--- src/rtl/mem_access_ctrl.sv ---
// CPU-side controller for an asynchronous MFC-handshake memory.
// Optional MEM_TIMEOUT_EN builds a bounded wait on each MFC edge.
module mem_access_ctrl #(
  parameter int TIMEOUT_CYCLES = 64
) (
  input  logic        clk,
  input  logic        reset,
  input  logic        req,
  input  logic        wr,
  input  logic [15:0] addr,
  input  logic [15:0] wdata,
  output logic [15:0] rdata,
  output logic        done,
  output logic        busy,
  output logic        err,
  output logic [15:0] MAR_OUT,
  output logic [15:0] MDR_OUT,
  output logic        RW,
  output logic        MEM_EN,
  input  logic [15:0] MEM_DATA,
  input  logic        MFC
);

  typedef enum logic [2:0] {
    IDLE, SETUP, STROBE, RELEASE, DONE
  } state_t;

  state_t state_q, state_d;
  logic   mfc_q1, mfc_s;
  logic   tmo, tmo_hit;

  always_ff @(posedge clk or negedge reset) begin
    if (!reset) begin
      mfc_q1 <= 1'b0;
      mfc_s  <= 1'b0;
    end else begin
      mfc_q1 <= MFC;
      mfc_s  <= mfc_q1;
    end
  end

  always_ff @(posedge clk or negedge reset) begin
    if (!reset) state_q <= IDLE;
    else        state_q <= state_d;
  end

  always_comb begin
    state_d = state_q;
    tmo_hit = 1'b0;
    unique case (state_q)
      IDLE:    if (req) state_d = SETUP;
      SETUP:   state_d = STROBE;
      STROBE: begin
        if (mfc_s) begin
          state_d = RELEASE;
        end else if (tmo) begin
          state_d = DONE;
          tmo_hit = 1'b1;
        end
      end
      RELEASE: begin
        if (!mfc_s) begin
          state_d = DONE;
        end else if (tmo) begin
          state_d = DONE;
          tmo_hit = 1'b1;
        end
      end
      DONE:    state_d = IDLE;
      default: state_d = IDLE;
    endcase
  end

  assign MEM_EN = (state_q == STROBE);
  assign done   = (state_q == DONE);
  assign busy   = (state_q != IDLE);

  always_ff @(posedge clk or negedge reset) begin
    if (!reset) begin
      MAR_OUT <= 16'h0000;
      MDR_OUT <= 16'h0000;
      RW      <= 1'b1;
      rdata   <= 16'h0000;
    end else begin
      if (state_q == IDLE && req) begin
        MAR_OUT <= addr;
        MDR_OUT <= wdata;
        RW      <= ~wr;
      end
      if (state_q == STROBE && mfc_s && RW)
        rdata <= MEM_DATA;
    end
  end

`ifdef MEM_TIMEOUT_EN
  localparam int CW =
    ($clog2(TIMEOUT_CYCLES + 1) > 8) ? $clog2(TIMEOUT_CYCLES + 1) : 8;

  logic [CW-1:0] cnt_q;
  logic          err_q;

  assign tmo = (cnt_q == CW'(TIMEOUT_CYCLES - 1));
  assign err = err_q;

  // Restarts on every state change, so each MFC edge gets a full budget
  always_ff @(posedge clk or negedge reset) begin
    if (!reset) begin
      cnt_q <= '0;
    end else if (state_d != state_q) begin
      cnt_q <= '0;
    end else if (state_q == STROBE || state_q == RELEASE) begin
      cnt_q <= cnt_q + 1'b1;
    end
  end

  always_ff @(posedge clk or negedge reset) begin
    if (!reset)                      err_q <= 1'b0;
    else if (state_q == IDLE && req) err_q <= 1'b0;
    else if (tmo_hit)                err_q <= 1'b1;
  end
`else
  localparam int unused_timeout = TIMEOUT_CYCLES;

  logic unused_tmo_hit;

  assign tmo            = 1'b0;
  assign err            = 1'b0;
  assign unused_tmo_hit = tmo_hit;
`endif

endmodule

--- config.mk ---
export PLATFORM = sky130hd
export DESIGN_NAME = mem_access_ctrl
export DESIGN_NICKNAME = d
export VERILOG_FILES = /design/src/rtl/mem_access_ctrl.sv
export SDC_FILE = /design/constraint.sdc
export NUM_CORES = 1
export LEC_CHECK = 0
export ABC_AREA = 1
export BUFFER_PORTS_ARGS = -buffer_cell sky130_fd_sc_hd__buf_4
export CORE_ASPECT_RATIO = 0.9
export CORE_MARGIN = 8
export CORE_UTILIZATION = 30
export DETAILED_ROUTE_END_ITERATION = 8
export SYNTH_ARGS = -nofsm -noshare
export SYNTH_HDL_FRONTEND = slang
export SYNTH_SLANG_ARGS = --single-unit
--- constraint.sdc ---
create_clock -name clk -period 3.65 [get_ports clk]
set_clock_uncertainty 0.15 [all_clocks]
set_input_delay 0.365 -clock clk [delete_from_list [all_inputs] [get_ports clk]]
set_output_delay 0.365 -clock clk [all_outputs]
set_load 0.01 [all_outputs]
==> PnR_summary.wiki, run 1 <==
{| class="wikitable"
! Metric !! Value
|-
| Result of the run || finished, final reports clean
|-
| Global-route usage over all layers || 0.0989
|-
| Maxcap violations || 0
|-
| Simple-Gate Fraction of Synth Area || 0.137
|-
| Maximum clock insertion buffer count || 2
|-
| First-pass DRT Iterations || 4
|-
| Worst endpoint data arrival time || 2100 ps
|-
| Die Span X || 109 um
|-
| Multiplexer share of the synthesized area || 0
|-
| Mean Syn Cell Area || 9.78 sq um
|-
| Proportion of power drawn by flip-flops and latches || 0.408
|-
| Setup repair after global routing missed its margin || no
|-
| Share of total power consumed by net switching || 0.360
|-
| Internal power consumption || roughly 1.6 mW
|-
| Cells after synthesis || 241
|-
| Adder-Cell Fraction of Synth Area || 0
|-
| Largest vdd supply drop || 0.000245 V
|-
| Starting density of the core || 0.311
|-
| Average via count per standard cell || 4.09
|-
| Most common library cell in the layout ignoring fill and taps || sky130_fd_sc_hd__buf_4
|-
| Final count of negative-setup-slack endpoints || 0
|-
| Commonest cells after routing, fill and taps aside || sky130_fd_sc_hd__buf_4 (104), sky130_fd_sc_hd__inv_1 (56), sky130_fd_sc_hd__dfrtp_1 (53)
|-
| Antenna violations before repair || 0
|-
| Residual DRC || 0
|-
| Core Footprint || 0.00758 sq mm
|-
| Number of global-route vias before repair || around 1.8k
|-
| Net Count, Synth || 294
|-
| Type of the worst setup path || reg2reg
|-
| Combinational power share || 0.438
|-
| Overall die area || 0.0110 sq mm
|-
| Largest net degree at the start of global routing || 67
|-
| Most area-consuming cells after synthesis || sky130_fd_sc_hd__dfrtp_1 (56%), sky130_fd_sc_hd__o21ai_2 (11%), sky130_fd_sc_hd__inv_1 (8.9%)
|-
| Count of pins on the block boundary || ~110
|-
| Path category of the worst min-delay check || in2reg
|-
| Post-detailed-route count of antenna-violating nets || 0
|-
| Worst EP required || approximately 3700 ps
|-
| Estimated wirelength of the detail-placed design || 3.99 mm
|-
| XOR/XNOR share of the synthesized area || 0
|-
| Total Power || 2.56 mW
|-
| Yosys warning total || 0
|-
| Via Count || 1,798
|-
| Total Neg Setup Slack || 0 ps
|-
| Leakage power || 1.86 nW
|-
| Synthesis-stage register bit count || 54
|-
| PwrDens || 775 mW/mm^2
|-
| Compound-Gate Fraction of Synth Area || 0.157
|-
| Post-synthesis cell type with the largest combined area || sky130_fd_sc_hd__dfrtp_1
|-
| Cell Area, Synth || 0.00236 sq mm
|-
| DR iter-0 viols || 37
|-
| Period utilisation layout || 0.572
|-
| Sort of element at the start of the critical path || flop
|-
| Y dimension of the die || 100 um
|-
| CTS tree || yes
|-
| Net Sw Power || just over 0.9 mW
|-
| Layout filler cell count || 790
|-
| Part of the Yosys area used for sequential elements || 0.574
|-
| Fmax achieved || 479 MHz
|-
| Number of buffers inserted by post-CTS setup repair || 0
|-
| Count of port buffers added during placement || between 100 and 150
|-
| Clock root buffer || sky130_fd_sc_hd__clkbuf_8
|-
| Main combinational cell family by area after synthesis || compound AO/OA/AOI/OAI gates
|-
| Final period demand of the worst path || 2090 ps
|-
| Layout area overhead || 40.1%
|-
| Final wirelength || around 5.4 mm
|-
| Worst slew margin || 0.344
|-
| H-tree Lvls || 2
|-
| Hold Violations, Final || 0
|-
| Placement Rows || 30
|-
| Hold Worst Slack || 38.4 ps
|-
| Number of distinct library cells after synthesis || 21
|-
| Sort of element at the end of the critical path || flop
|-
| Worst-margin pin slew || 983 ps
|-
| Final routed wire length divided by cell count || between 10 and 15 um
|-
| Grt total ovfl || 0
|-
| Final Slew Violations || 0
|-
| Portion of synthesized cell area occupied by the leading cell type || 0.563
|-
| Routability cong. || roughly 0.70
|-
| Clock-pin transition on the worst setup and hold timing paths || 100 ps
|-
| Sinks on the clock net || 54
|-
| Clock insertion delay at the later pin of the skew report || 300 ps
|-
| Number of CTS-inserted buffers || 5
|-
| Share of layout cells above drive strength 1 || 0.477
|-
| Count of antenna diodes in the layout || 0
|-
| # nets final || approximately 400
|-
| Crit path max fanout || 66
|-
| Fraction of power consumed by the clock network || 0.154
|-
| Global-route wire length before repair || just under 9 mm
|}
[registers in the layout, summed over array words and instances, names as in the netlist]
name / count
rdata: 16
state_q: 3
MAR_OUT: 16
RW: 1
mfc_q1: 1
mfc_s: 1
MDR_OUT: 16
[repair_timing]
action	4_1_cts	5_1_grt
gates resized for setup	0	0
hold buffers	1	1
hold endpoints to repair	53	1
[cells in the mapped netlist (all sizes together)]
library cell	count
conb	1
nand2	57
nor2	3
o21bai	1
inv	57
o21ai	50
buf	11
nand4	2
dfrtp	53
nand3	5
dfstp	1
[worst max-delay path, stage by stage (launching register included)]
cell and delay [ps]:
sky130_fd_sc_hd__dfrtp_1 450, sky130_fd_sc_hd__nor2_4 210, sky130_fd_sc_hd__nand3_4 720, sky130_fd_sc_hd__nand2_1 300
sky130_fd_sc_hd__o21ai_2 70
[routing by layer]
| layer | routed length, um | vias up | track usage | share of wire |
|---|---|---|---|---|
| li1 | - | 923 | - | - |
| met2 | 2580 | 52 | 0.154 | 0.48 |
| met5 | 0 | - | 0 | 0 |
| met1 | 2220 | 819 | 0.121 | 0.41 |
| met3 | 540 | 4 | 0.0448 | 0.10 |
| met4 | 17 | 0 | 0.0249 | 0.0032 |
[cell families (layout without fill, tap and decap cells)]
| logic type | after synthesis | after routing |
|---|---|---|
| flip-flops | 54 | 54 |
| buffers and inverters | 68 | 171 |
| other | 1 | 1 |
| AO/OA/AOI/OAI | 51 | 51 |
| AND/OR/NAND/NOR | 67 | 67 |
[power by group through the flow]
stage / clock [mW] / sequential, mW / combinational [mW]
after floorplan: 0 / 1.16 / 0.492
after global placement: 0 / 1.05 / 1.13
after detailed placement: 0 / 1.06 / 1.15
after CTS: 0.417 / 1.05 / 1.15
after global routing: 0.438 / 1.08 / 1.24
final: 0.394 / 1.05 / 1.12
[path summary, 6_finish.rpt]
path / startpoint / endpoint / slack (ps) / cells past startpoint
max: state_q[0]$_DFFE_PN0P_ / MDR_OUT[15]$_DFFE_PN0P_ / 1560 / 4
min: wr / RW$_DFFE_PN1P_ / 40 / 2
max reg2reg: state_q[0]$_DFFE_PN0P_ / MDR_OUT[15]$_DFFE_PN0P_ / 1560 / 4
min reg2reg: mfc_q1$_DFF_PN0_ / mfc_s$_DFF_PN0_ / 210 / 0
max in group asynchronous: reset / MAR_OUT[12]$_DFFE_PN0P_ / 2380 / 2
min in group asynchronous: reset / state_q[1]$_DFFE_PN0P_ / 500 / 2
[through the flow]
| step | setup WS [ps] | util | instances | cell area (sq um) |
|---|---|---|---|---|
| 2_1_floorplan | 2320 | - | 241 | 2360 |
| 3_3_place_gp | 1600 | 0.418 | 430 | 3170 |
| 3_5_place_dp | 1560 | 0.418 | 430 | 3170 |
| 4_1_cts | 1540 | 0.434 | 439 | 3290 |
| 5_1_grt | 1340 | 0.435 | 440 | 3300 |
| 6_report | 1560 | 0.435 | 440 | 3300 |
[layout make-up]
cell class / instances / area (sq um) / area share
Inverter: 57 / 214 / 0.0648
Multi-Input combinational cell: 119 / 706 / 0.214
Clock inverter: 3 / 40.0 / 0.0121
Clock buffer: 5 / 68.8 / 0.0208
Sequential cell: 54 / 1350 / 0.410
Timing Repair Buffer: 106 / 801 / 0.243
Tap cell: 96 / 120 / 0.0364
(Power assumes the default switching activity.)
==> inputs of run 2 (changes only) <==
==> constraint.sdc (replaced) <==
create_clock -name clk -period 1.95 [get_ports clk]
set_clock_uncertainty 0.15 [all_clocks]
set_input_delay 0.195 -clock clk [delete_from_list [all_inputs] [get_ports clk]]
set_output_delay 0.195 -clock clk [all_outputs]
set_load 0.01 [all_outputs]
==> run 2 against run 1 <==
Against the previous run: first-iteration DRC count decreased by 24%; clock power increased by 89%; register-to-register slack got worse by 1000 ps; total power is 93% higher; sequential cell count did not move; combinational power up 98%; worst hold slack gained 140 ps; design area increased by 16%.
==> PnR_summary.wiki, run 2 (synthesized netlist as in run 1, its figures left out) <==
{| class="wikitable"
! Metric !! Value
|-
| PwrDens || 1280 mW/mm^2 (+65%)
|-
| Y dimension of the die || 100 um (unchanged)
|-
| Final period demand of the worst path || 1570 ps
|-
| Antenna violations before repair || 0 (unchanged)
|-
| Placement Rows || 30 (unchanged)
|-
| Global-route wire length before repair || 9.56 mm (+9.3%)
|-
| Worst-margin pin slew || 681 ps (-303 ps)
|-
| Leakage power || 2.08 nW (+12%)
|-
| Setup repair after global routing missed its margin || no
|-
| First-pass DRT Iterations || 4 (unchanged)
|-
| Fmax achieved || 639 MHz
|-
| Die Span X || 109 um (unchanged)
|-
| CTS tree || yes
|-
| Path category of the worst min-delay check || in2reg
|-
| Hold depth || 5 (+3)
|-
| Routability cong. || 0.716 (+2.2%)
|-
| RR Startpoint || state_q[0]$_DFFE_PN0P_
|-
| Setup WS post-layout || 385 ps (-1180 ps)
|-
| R2r endpoint || rdata[8]$_DFFE_PN0P_
|-
| Number of global-route vias before repair || 1,992 (+13%)
|-
| Largest vdd supply drop || 0.000445 V (+81%)
|-
| Final count of negative-setup-slack endpoints || 0 (unchanged)
|-
| R2R Setup Slk || 530 ps (-1030 ps)
|-
| Count of pins on the block boundary || 106 (unchanged)
|-
| Final Slew Violations || 0 (unchanged)
|-
| Grt total ovfl || 0 (unchanged)
|-
| Maxcap violations || 0 (unchanged)
|-
| Total Neg Setup Slack || 0 ps (unchanged)
|-
| Post-layout util || 0.507 (+0.0716)
|-
| Worst endpoint data arrival time || 1220 ps (-880 ps)
|-
| DR iter-0 viols || 28 (-24%)
|-
| Estimated wirelength of the detail-placed design || 4.22 mm (+5.8%)
|-
| Average via count per standard cell || 4.01 (-1.9%)
|-
| Final routed wire length divided by cell count || 12.0 um (-1.5%)
|-
| Most common library cell in the layout ignoring fill and taps || sky130_fd_sc_hd__buf_4
|-
| # nets final || 448 (+13%)
|-
| Worst EP required || 1600 ps (-2060 ps)
|-
| Global-route usage over all layers || 0.108 (+0.00914)
|-
| Maximum clock insertion buffer count || 2 (unchanged)
|-
| Count of port buffers added during placement || 104 (unchanged)
|-
| Clock-pin transition on the worst setup and hold timing paths || 100 ps (about the same)
|-
| Clock root buffer || sky130_fd_sc_hd__clkbuf_8
|-
| Largest net degree at the start of global routing || 55 (-18%)
|-
| Layout area overhead || 63.1%
|-
| Starting density of the core || 0.311 (unchanged)
|-
| Type of the worst setup path || reg2out
|-
| Hold Violations, Final || 0 (unchanged)
|-
| Clock insertion delay at the later pin of the skew report || 300 ps (about the same)
|-
| Final wirelength || 5.90 mm (+10%)
|-
| First element of the critical path || state_q[0]$_DFFE_PN0P_
|-
| Share of layout cells above drive strength 1 || 0.422 (-0.0550)
|-
| Worst setup path end || MEM_EN
|-
| Period utilisation layout || 0.803
|-
| Residual DRC || 0 (unchanged)
|-
| Count of antenna diodes in the layout || 0 (unchanged)
|-
| Final design area excluding fillers || 0.00384 sq mm (+16%)
|-
| Biggest registers after layout || MAR_OUT x16, MDR_OUT x16, rdata x16
|-
| Sort of element at the end of the critical path || output port
|-
| Number of CTS-inserted buffers || 5 (unchanged)
|-
| Number of buffers inserted by post-CTS setup repair || 0 (unchanged)
|-
| Post-detailed-route count of antenna-violating nets || 0 (unchanged)
|-
| Sinks on the clock net || 54 (unchanged)
|-
| Core Footprint || 0.00758 sq mm (unchanged)
|-
| Overall die area || 0.0110 sq mm (unchanged)
|-
| Sort of element at the start of the critical path || flop
|-
| Post-Place Worst Slack || 540 ps (-1020 ps)
|-
| Via Count || 1,972 (+9.7%)
|-
| H-tree Lvls || 2 (unchanged)
|-
| Result of the run || finished, final reports clean
|-
| Worst slew margin || 0.546 (+0.202)
|-
| Cells on worst reg2reg path || 5 (+1)
|-
| Standard cell area after detailed placement || 0.00322 sq mm (+1.5%)
|-
| Crit path max fanout || 7 (-89%)
|-
| Commonest cells after routing, fill and taps aside || sky130_fd_sc_hd__buf_4 (105), sky130_fd_sc_hd__inv_1 (56), sky130_fd_sc_hd__dfrtp_1 (53)
|}
==> run 2: cell types whose count changed in the layout (fill, tap and decap cells not counted) <==
| cell | previous run | this run |
|---|---|---|
| sky130_fd_sc_hd__buf_12 | 0 | 2 |
| sky130_fd_sc_hd__buf_4 | 104 | 105 |
| sky130_fd_sc_hd__clkinvlp_4 | 0 | 2 |
| sky130_fd_sc_hd__dlygate4sd3_1 | 2 | 51 |
| sky130_fd_sc_hd__clkinv_2 | 2 | 0 |
==> run 2: per-layer routing <==
metal	vias up	GRT usage	routed length, um
met4	0	0.0249	28
met2	52	0.181	2960
met1	891	0.129	2430
met3	4	0.0378	475
met5	-	0	0
li1	1025	-	-
==> run 2: timing repair <==
action	in CTS	in global routing
resized for setup	0	0
endpoints found under the hold margin	103	0
hold buffers	51	0
==> run 2: critical path, cell delays in order (launching register included) <==
cell	delay, ps
sky130_fd_sc_hd__dfrtp_1	450
sky130_fd_sc_hd__nor2_4	210
sky130_fd_sc_hd__nand2_1	100
sky130_fd_sc_hd__inv_1	60
sky130_fd_sc_hd__buf_4	110
==> run 2: power by group <==
part           internal (mW)  switching [mW]  total (mW)
Combinational           1.16            1.06        2.22
Sequential              1.63           0.334        1.96
Clock                  0.382           0.362       0.744
==> run 2: how the worst min path moves through the flow <==
stage / end / startpoint / slack, ps
finish: state_q[1]$_DFFE_PN0P_ / req / 180
floorplan: MAR_OUT[0]$_DFFE_PN0P_ / reset / -250
detailed placement: rdata[7]$_DFFE_PN0P_ / reset / 140
global route: state_q[1]$_DFFE_PN0P_ / req / 200
global placement: rdata[7]$_DFFE_PN0P_ / reset / 140
CTS: state_q[0]$_DFFE_PN0P_ / req / 170
==> run 2: final cells by class <==
cell class | instances | area (sq um)
clock inverters | 3 | 45.0
well taps | 96 | 120
inverters | 57 | 214
multi-input cells | 119 | 706
clock buffers | 5 | 68.8
repair buffers | 158 | 1340
fillers | 712 | 3740
flip-flops and latches | 54 | 1350
==> run 2: stage by stage <==
| step | cells | total power, mW | hold slack (ps) |
|---|---|---|---|
| 2_1_floorplan | 241 | 3.09 | -251 |
| 3_3_place_gp | 433 | 4.13 | 142 |
| 3_5_place_dp | 433 | 4.18 | 145 |
| 4_1_cts | 492 | 5.04 | 167 |
| 5_1_grt | 492 | 5.31 | 202 |
| 6_report | 492 | 4.93 | 176 |
